==> src/rtl/hazard_bypass_unit_pkg.sv <==
// Shared types for the hazard/bypass unit.
//   bypass_sel_e : operand source select (regfile, EXE, MEM, WB)
//   haz_slot_t   : in-flight producer record held per pipeline slot
//   bypass_t     : per-source bypass dependency pair
//   RegAddrW     : register index width used by haz_slot_t
//   MulLatency   : default cycles a multiply occupies EXE
package hazard_bypass_unit_pkg;

  localparam int unsigned RegAddrW   = 5;
  localparam int unsigned MulLatency = 4;

  typedef enum logic [1:0] {
    SEL_RF  = 2'b00,
    SEL_EXE = 2'b01,
    SEL_MEM = 2'b10,
    SEL_WB  = 2'b11
  } bypass_sel_e;

  typedef struct packed {
    logic                valid;
    logic [RegAddrW-1:0] dst;
    logic                wr_en;
    logic                late;
  } haz_slot_t;

  typedef struct packed {
    logic src1;
    logic src2;
  } bypass_t;

  // x0 is hardwired to zero, so it never names a real producer.
  function automatic logic slot_hit(haz_slot_t slot, logic [RegAddrW-1:0] src);
    return slot.valid && slot.wr_en && (slot.dst == src) && (src != '0);
  endfunction

endpackage

==> src/rtl/hazard_src_match.sv <==
// Per-source producer match with youngest-first priority (EXE > MEM > WB).
// Ports:
//   use_i        : instruction reads this source
//   src_i        : source register index
//   exe_i/mem_i/wb_i : in-flight slot records
//   dep_o        : some slot produces this source
//   sel_o        : stage of the youngest matching slot (SEL_RF when none)
//   late_stall_o : youngest match is in EXE or MEM and its result is not ready yet
module hazard_src_match
  import hazard_bypass_unit_pkg::*;
(
  input  logic                use_i,
  input  logic [RegAddrW-1:0] src_i,
  input  haz_slot_t           exe_i,
  input  haz_slot_t           mem_i,
  input  haz_slot_t           wb_i,
  output logic                dep_o,
  output bypass_sel_e         sel_o,
  output logic                late_stall_o
);

  logic hit_exe, hit_mem, hit_wb;
  logic unused_wb_late;

  // A WB result is always ready, so its late flag never matters.
  assign unused_wb_late = wb_i.late;

  always_comb begin
    hit_exe      = use_i && slot_hit(exe_i, src_i);
    hit_mem      = use_i && slot_hit(mem_i, src_i);
    hit_wb       = use_i && slot_hit(wb_i, src_i);
    dep_o        = hit_exe || hit_mem || hit_wb;
    sel_o        = SEL_RF;
    late_stall_o = 1'b0;
    if (hit_exe) begin
      sel_o        = SEL_EXE;
      late_stall_o = exe_i.late;
    end else if (hit_mem) begin
      sel_o        = SEL_MEM;
      late_stall_o = mem_i.late;
    end else if (hit_wb) begin
      sel_o        = SEL_WB;
    end
  end

endmodule

==> src/rtl/hazard_bypass_unit.sv <==
// Hazard detection and bypass select generation between decode and the EXE operand muxes.
// Tracks producers in EXE/MEM/WB, owns multiply occupancy of EXE, and raises the decode stall.
// Build option: define HAZARD_FORWARDING_EN to enable operand forwarding; without it every
// in-flight match stalls decode and operands always come from the (write-before-read) regfile.
// Ports:
//   clk, rst_n             : clock, synchronous active-low reset
//   id_*_i                 : decode-stage instruction fields
//   flush_i                : kill decode, EXE and MEM contents
//   stall_o                : hold fetch/decode
//   dep_src1_o/dep_src2_o  : source served by a bypass
//   byp_sel1_o/byp_sel2_o  : 00 regfile, 01 EXE, 10 MEM, 11 WB
//   mul_busy_o             : multiply occupying EXE
module hazard_bypass_unit
  import hazard_bypass_unit_pkg::*;
#(
  parameter int unsigned REG_ADDR_W  = RegAddrW,
  parameter int unsigned MUL_LATENCY = MulLatency
) (
  input  logic                  clk,
  input  logic                  rst_n,
  input  logic                  id_valid_i,
  input  logic [REG_ADDR_W-1:0] id_src1_i,
  input  logic [REG_ADDR_W-1:0] id_src2_i,
  input  logic                  id_use_src1_i,
  input  logic                  id_use_src2_i,
  input  logic [REG_ADDR_W-1:0] id_dst_i,
  input  logic                  id_wr_en_i,
  input  logic                  id_late_i,
  input  logic                  id_is_mul_i,
  input  logic                  flush_i,
  output logic                  stall_o,
  output logic                  dep_src1_o,
  output logic                  dep_src2_o,
  output logic [1:0]            byp_sel1_o,
  output logic [1:0]            byp_sel2_o,
  output logic                  mul_busy_o
);

  localparam int unsigned CntW = (MUL_LATENCY > 1) ? $clog2(MUL_LATENCY) : 1;
  localparam logic [CntW-1:0] CntLoad = CntW'(MUL_LATENCY - 1);

  haz_slot_t exe_q, exe_d, mem_q, mem_d, wb_q, wb_d;
  haz_slot_t id_rec;
  logic [CntW-1:0] cnt_q, cnt_d;

  logic        mul_busy, issue, stall_src;
  logic        hit1, hit2, late1, late2;
  bypass_sel_e sel1_raw, sel2_raw, sel1, sel2;
  bypass_t     dep;

  assign mul_busy = (cnt_q != '0);

  hazard_src_match u_match_src1 (
    .use_i        (id_use_src1_i),
    .src_i        (RegAddrW'(id_src1_i)),
    .exe_i        (exe_q),
    .mem_i        (mem_q),
    .wb_i         (wb_q),
    .dep_o        (hit1),
    .sel_o        (sel1_raw),
    .late_stall_o (late1)
  );

  hazard_src_match u_match_src2 (
    .use_i        (id_use_src2_i),
    .src_i        (RegAddrW'(id_src2_i)),
    .exe_i        (exe_q),
    .mem_i        (mem_q),
    .wb_i         (wb_q),
    .dep_o        (hit2),
    .sel_o        (sel2_raw),
    .late_stall_o (late2)
  );

`ifdef HAZARD_FORWARDING_EN
  // Only results not yet produced (load/mul still in EXE or MEM) force a stall.
  always_comb begin
    stall_src = id_valid_i && (late1 || late2);
    dep.src1  = id_valid_i && hit1 && !late1;
    dep.src2  = id_valid_i && hit2 && !late2;
    sel1      = dep.src1 ? sel1_raw : SEL_RF;
    sel2      = dep.src2 ? sel2_raw : SEL_RF;
  end
`else
  logic unused_fwd;
  assign unused_fwd = ^{late1, late2, sel1_raw, sel2_raw};

  // No forwarding paths: wait until every producer has left WB.
  always_comb begin
    stall_src = id_valid_i && (hit1 || hit2);
    dep       = '0;
    sel1      = SEL_RF;
    sel2      = SEL_RF;
  end
`endif

  assign stall_o    = mul_busy || stall_src;
  assign issue      = id_valid_i && !stall_o && !flush_i;
  assign dep_src1_o = dep.src1;
  assign dep_src2_o = dep.src2;
  assign byp_sel1_o = sel1;
  assign byp_sel2_o = sel2;
  assign mul_busy_o = mul_busy;

  always_comb begin
    id_rec = '{valid: 1'b1, dst: RegAddrW'(id_dst_i), wr_en: id_wr_en_i, late: id_late_i};
    exe_d  = exe_q;
    mem_d  = mem_q;
    wb_d   = mem_q;
    cnt_d  = cnt_q;
    if (flush_i) begin
      // Flush overrides a multiply hold; the old WB occupant retires normally.
      exe_d = '0;
      mem_d = '0;
      wb_d  = '0;
      cnt_d = '0;
    end else if (mul_busy) begin
      // EXE keeps the multiply, MEM sees bubbles behind it.
      mem_d = '0;
      cnt_d = cnt_q - CntW'(1);
    end else begin
      exe_d = issue ? id_rec : '0;
      mem_d = exe_q;
      cnt_d = (issue && id_is_mul_i) ? CntLoad : '0;
    end
  end

  always_ff @(posedge clk) begin
    if (!rst_n) begin
      exe_q <= '0;
      mem_q <= '0;
      wb_q  <= '0;
      cnt_q <= '0;
    end else begin
      exe_q <= exe_d;
      mem_q <= mem_d;
      wb_q  <= wb_d;
      cnt_q <= cnt_d;
    end
  end

endmodule

==> config.mk <==
export PLATFORM = sky130hd
export DESIGN_NAME = hazard_bypass_unit
export DESIGN_NICKNAME = d
export VERILOG_FILES = /design/src/rtl/hazard_bypass_unit_pkg.sv /design/src/rtl/hazard_src_match.sv /design/src/rtl/hazard_bypass_unit.sv
export SDC_FILE = /design/constraint.sdc
export NUM_CORES = 1
export LEC_CHECK = 0
export ABC_AREA = 1
export CAP_MARGIN = 5
export CORE_ASPECT_RATIO = 0.6
export CORE_MARGIN = 3
export CORE_UTILIZATION = 58
export CTS_BUF_LIST = sky130_fd_sc_hd__clkbuf_2
export CTS_CLUSTER_SIZE = 24
export DETAILED_ROUTE_END_ITERATION = 7
export GPL_ROUTABILITY_DRIVEN = 1
export PLACE_DENSITY = 0.86
export SYNTH_ARGS = -nofsm -noshare
export SYNTH_HDL_FRONTEND = slang
export SYNTH_HIERARCHICAL = 1
export SYNTH_SLANG_ARGS = --single-unit
==> constraint.sdc <==
create_clock -name clk -period 2.83 [get_ports clk]
set_clock_uncertainty 0.15 [all_clocks]
set_input_delay 0.566 -clock clk [delete_from_list [all_inputs] [get_ports clk]]
set_output_delay 0.566 -clock clk [all_outputs]
set_load 0.01 [all_outputs]
# Word-level counts from Yosys, hierarchy flattened

Cells that the tools add are included.

Register bits after elaboration: 23
Output and inout port bits: 8
Word-level logic and storage cells: 59

$add $sub $neg: 1
Equality and inequality tests: 6
Mux-type cells: 3
Bitwise gates (word level): 1
Reduce and logical (&&, ||, !) cells: 38

Operator list:

| operator                                         | number |
|---|---|
| equality test 5 bit                              | 6 |
| logical AND 1 bit                                | 25 |
| nonzero test 5 bit                               | 2 |
| 2-to-1 mux 8 bit                                 | 1 |
| logical OR 1 bit                                 | 6 |
| 2-to-1 mux 2 bit                                 | 2 |
| OR reduction 3 bit                               | 1 |
| zero test 1 bit                                  | 2 |
| nonzero test 2 bit                               | 1 |
| OR reduction 2 bit                               | 1 |
| subtractor 2 x 1 -> 2 bit, second input constant | 1 |
| NOT 1 bit                                        | 1 |

# Longest topological paths before layout

Depth in word-level cells: 15
Gate-level depth with buffers: 11
Mapped depth without buffers: 11

# Hierarchy

The synthesis kept the hierarchy.

By module, submodules not included:

| module             | times used | cells each | area each (µm²) |
|---|---|---|---|
| hazard_bypass_unit | 1          | 106        | 963.4 |
| hazard_src_match   | 2          | 89         | 396.6 |

# Worst setup path after synthesis

No wires, ideal clock.

Kind: input port to output port
Start: input port id_src2_i[1]
End: output port stall_o
Arrival time: 1.520 ns
Data required time: 2.114 ns
Setup slack: 0.594 ns
Cell stages on the path: 8
Cell sequence: nor2_1 -> nand2_1 -> nor2_2 -> nor2_2 -> nand2_2 -> nand3_1 -> o21ai_4 -> nand2_1

Cells in the longest elaborated chain, start to end: 9
Elaborated cells on any way between the ends: 18

RTL lines:

| what                                        | RTL line                                       | source |
|---|---|---|
| start, declared                             | hazard_bypass_unit.sv:23                       | `input logic [REG_ADDR_W-1:0] id_src2_i,` |
| equality test 5 bit                         | hazard_bypass_unit_pkg.sv:33                   | `return slot.valid && slot.wr_en && (slot.dst == src) && (src != '0);` |
| logical AND 1 bit (2 in series)             | hazard_bypass_unit_pkg.sv:33                   |  |
| logical AND 1 bit, on equally long branches | hazard_src_match.sv:29, hazard_src_match.sv:30 |  |
| logical OR 1 bit                            | hazard_src_match.sv:32                         | `dep_o = hit_exe \|\| hit_mem \|\| hit_wb;` |
| logical OR 1 bit *                          | hazard_src_match.sv:32                         |  |
| named net hit2                              | hazard_bypass_unit.sv:47                       | `logic hit1, hit2, late1, late2;` |
| logical OR 1 bit *                          | hazard_bypass_unit.sv:90                       | `stall_src = id_valid_i && (hit1 \|\| hit2);` |
| logical AND 1 bit *                         | hazard_bypass_unit.sv:90                       |  |
| logical OR 1 bit *                          | hazard_bypass_unit.sv:97                       | `assign stall_o = mul_busy \|\| stall_src;` |
| end, declared                               | hazard_bypass_unit.sv:31                       | `output logic stall_o,` |

Mark *: on every way through the listed nets, which the timed path passes. The rest lies on a longest branch.

# Final worst setup path

Start: input port id_use_src2_i
End: output port stall_o

Cells in the longest elaborated chain, start to end: 6
Elaborated cells on any way between the ends: 8

RTL lines:

| what                                        | RTL line                                       | source |
|---|---|---|
| start, declared                             | hazard_bypass_unit.sv:25                       | `input logic id_use_src2_i,` |
| logical AND 1 bit, on equally long branches | hazard_src_match.sv:29, hazard_src_match.sv:30 |  |
| logical OR 1 bit                            | hazard_src_match.sv:32                         |  |
| logical OR 1 bit *                          | hazard_src_match.sv:32                         |  |
| named net hit2                              | hazard_bypass_unit.sv:47                       |  |
| logical OR 1 bit *                          | hazard_bypass_unit.sv:90                       |  |
| logical AND 1 bit *                         | hazard_bypass_unit.sv:90                       |  |
| logical OR 1 bit *                          | hazard_bypass_unit.sv:97                       |  |

Marked as above.

==> flow_summary.yaml <==
status:
  outcome: "finished, final reports clean"
pwr:
  p_clk_frac: 0.234
  p_per_area_nw_per_um2: 327
  p_leak_uw: 0.000755
  max-vdd-ir-drop_v: 0.000293
  swShare: 0.298
  p_comb_frac: 0.197
  power_frac_seq: 0.569
  internal_power_uw: 410
  switchingPower_uw: 174
worst_hold_path:
  hp-class: "reg2reg"
global_routing:
  grt_pass1_wl_mm: 5.60
  overflow: 0
  antenna_found_initial: 0
  grt_pass1_vias: 1215
  track_usage: 0.220
  grt_max_degree: 17
timing:
  grt_setup_unrepaired: "no"
  fmax_mhz: 375
  drv_slew: 0
  period_share: 0.942
  whs_ns: 0.312
  min_period_ns: 2.67
  setup_tns_ns: 0
  finalHoldViolations: 0
  setup_viol: 0
routing:
  drtIter0Drc: 126
  drc: 0
  wirelength_mm: 3.44
  dr.pass1.iters: 4
  vias_per_cell: 4.78
  antenna_left: 0
  vias: 1443
  wl_per_cell_um: 11.4
worst_setup_path:
  cp.required_ns: 2.11
  critPathSlowestCell: "clkdlybuf4s50_1"
  critPathKind: "in2out"
  arrival_ns: 1.95
  start_kind: "input pin"
  cp_max_fo: 3
  slowest_delay_ns: 0.50
  path_cells: "clkdlybuf4s50_1 > inv_1 > nor2_1 > nand2_1 > nor2_2 > nand2_2 > nand3_1 > o21ai_4 > nand2_1 > clkbuf_2"
  crit_top_cell: "nand2_1"
  end_kind: "primary output"
yosys:
  synth.avg_cell_area_sq_um: 6.26
  netlist_area_sq_um: 1540
  synth_warnings: 6
  netlist_instances: 246
cts:
  clk_latency_ns: 0.35
  cts_root_buf: "clkbuf_2"
  cts.path.max_buffers: 2
  numCtsBuffers: 3
  cts_setup_buffers: 0
  cts_sinks: 23
  clk_pin_slew_ns: 0.23
  cts_tree: "built"
  hold_buffers: 0
  cts-resized-gates: 13
  htree_levels: 1
floorplan:
  initial_core_util: 0.657
  ios: 32
  dieHeight_um: 45.9
  die_w_um: 72.5
  core-area_sq_um: 2340
  dieArea_sq_um: 3330
  num_rows: 13
final_layout:
  syn2layout_area_growth_pct: 16.0
  multi_input_area_sq_um: 832
  nets: 297
  final_cell_mix: "74 x nand2_1, 43 x inv_1, 27 x nor2_1"
  seqCellArea_sq_um: 460
  diodes: 0
  nFillCells: 208
  drive_gt1_frac: 0.121
  utilization: 0.762
  final_common_cell: "nand2_1"
flow_run:
  max_cap_viol_count: 0
placed_design:
  gp_congestion: 0.916
  io_buffers: 24
  post-dp-hpwl_mm: 2.64
==> power by group through the flow <==
stage               Clock (uW)  Combinational (uW)  Sequential, uW
global placement             0                 115             338
global route               155                 127             333
detailed placement           0                 117             338
CTS                        141                 113             332
floorplan                    0                71.4             337
finish                     136                 115             332
==> sequential cells by signal, indices dropped and copies added, names as in the netlist <==
| name | flops |
|---|---|
| cnt_q | 2 |
| exe_q | 7 |
| mem_q | 7 |
| wb_q | 7 |
==> cell type report <==
cell class	instances	share of cell area
Clock buffer	3	0.00841
Clock inverter	1	0.00280
Inverter	54	0.115
Multi-Input combinational cell	166	0.466
Sequential cell	23	0.258
Tap cell	30	0.0210
Timing Repair Buffer	25	0.129
==> metrics by stage <==
stage	std cells	setup slack [ns]	total power (uW)	instance area, sq um
2_1_floorplan	251	0.655	409	1560
3_3_place_gp	298	-0.306	454	1780
3_5_place_dp	298	-0.320	456	1780
4_1_cts	302	0.0669	586	1790
5_1_grt	302	0.0547	615	1790
6_report	302	0.163	583	1790
==> layer usage <==
| layer | up-vias | GRT usage | part of all wire | wire (um) |
|---|---|---|---|---|
| li1 | 771 | - | - | - |
| met1 | 610 | 0.313 | 0.49 | 1680 |
| met2 | 60 | 0.342 | 0.41 | 1410 |
| met3 | 2 | 0.0595 | 0.099 | 340 |
| met4 | 0 | 0.0331 | 0.0023 | 8 |
| met5 | - | 0 | 0 | 0 |
==> critical path, delay by kind of cell <==
kind            cells  cell delay (ns)
compound gates      1             0.07
simple gates        6             0.62
buf+inv             3             0.68
==> worst paths after layout <==
path / cells past startpoint / slack [ns] / start / endpoint
worst max-delay path: 10 / 0.16 / id_use_src2_i / stall_o
worst min register to register: 2 / 0.31 / mem_q[7] / wb_q[7]
worst min-delay path: 2 / 0.31 / mem_q[7] / wb_q[7]
worst max register to register: 11 / 1.07 / mem_q[3] / cnt_q[0]
Note: power is estimated with default switching activity, not from simulation.
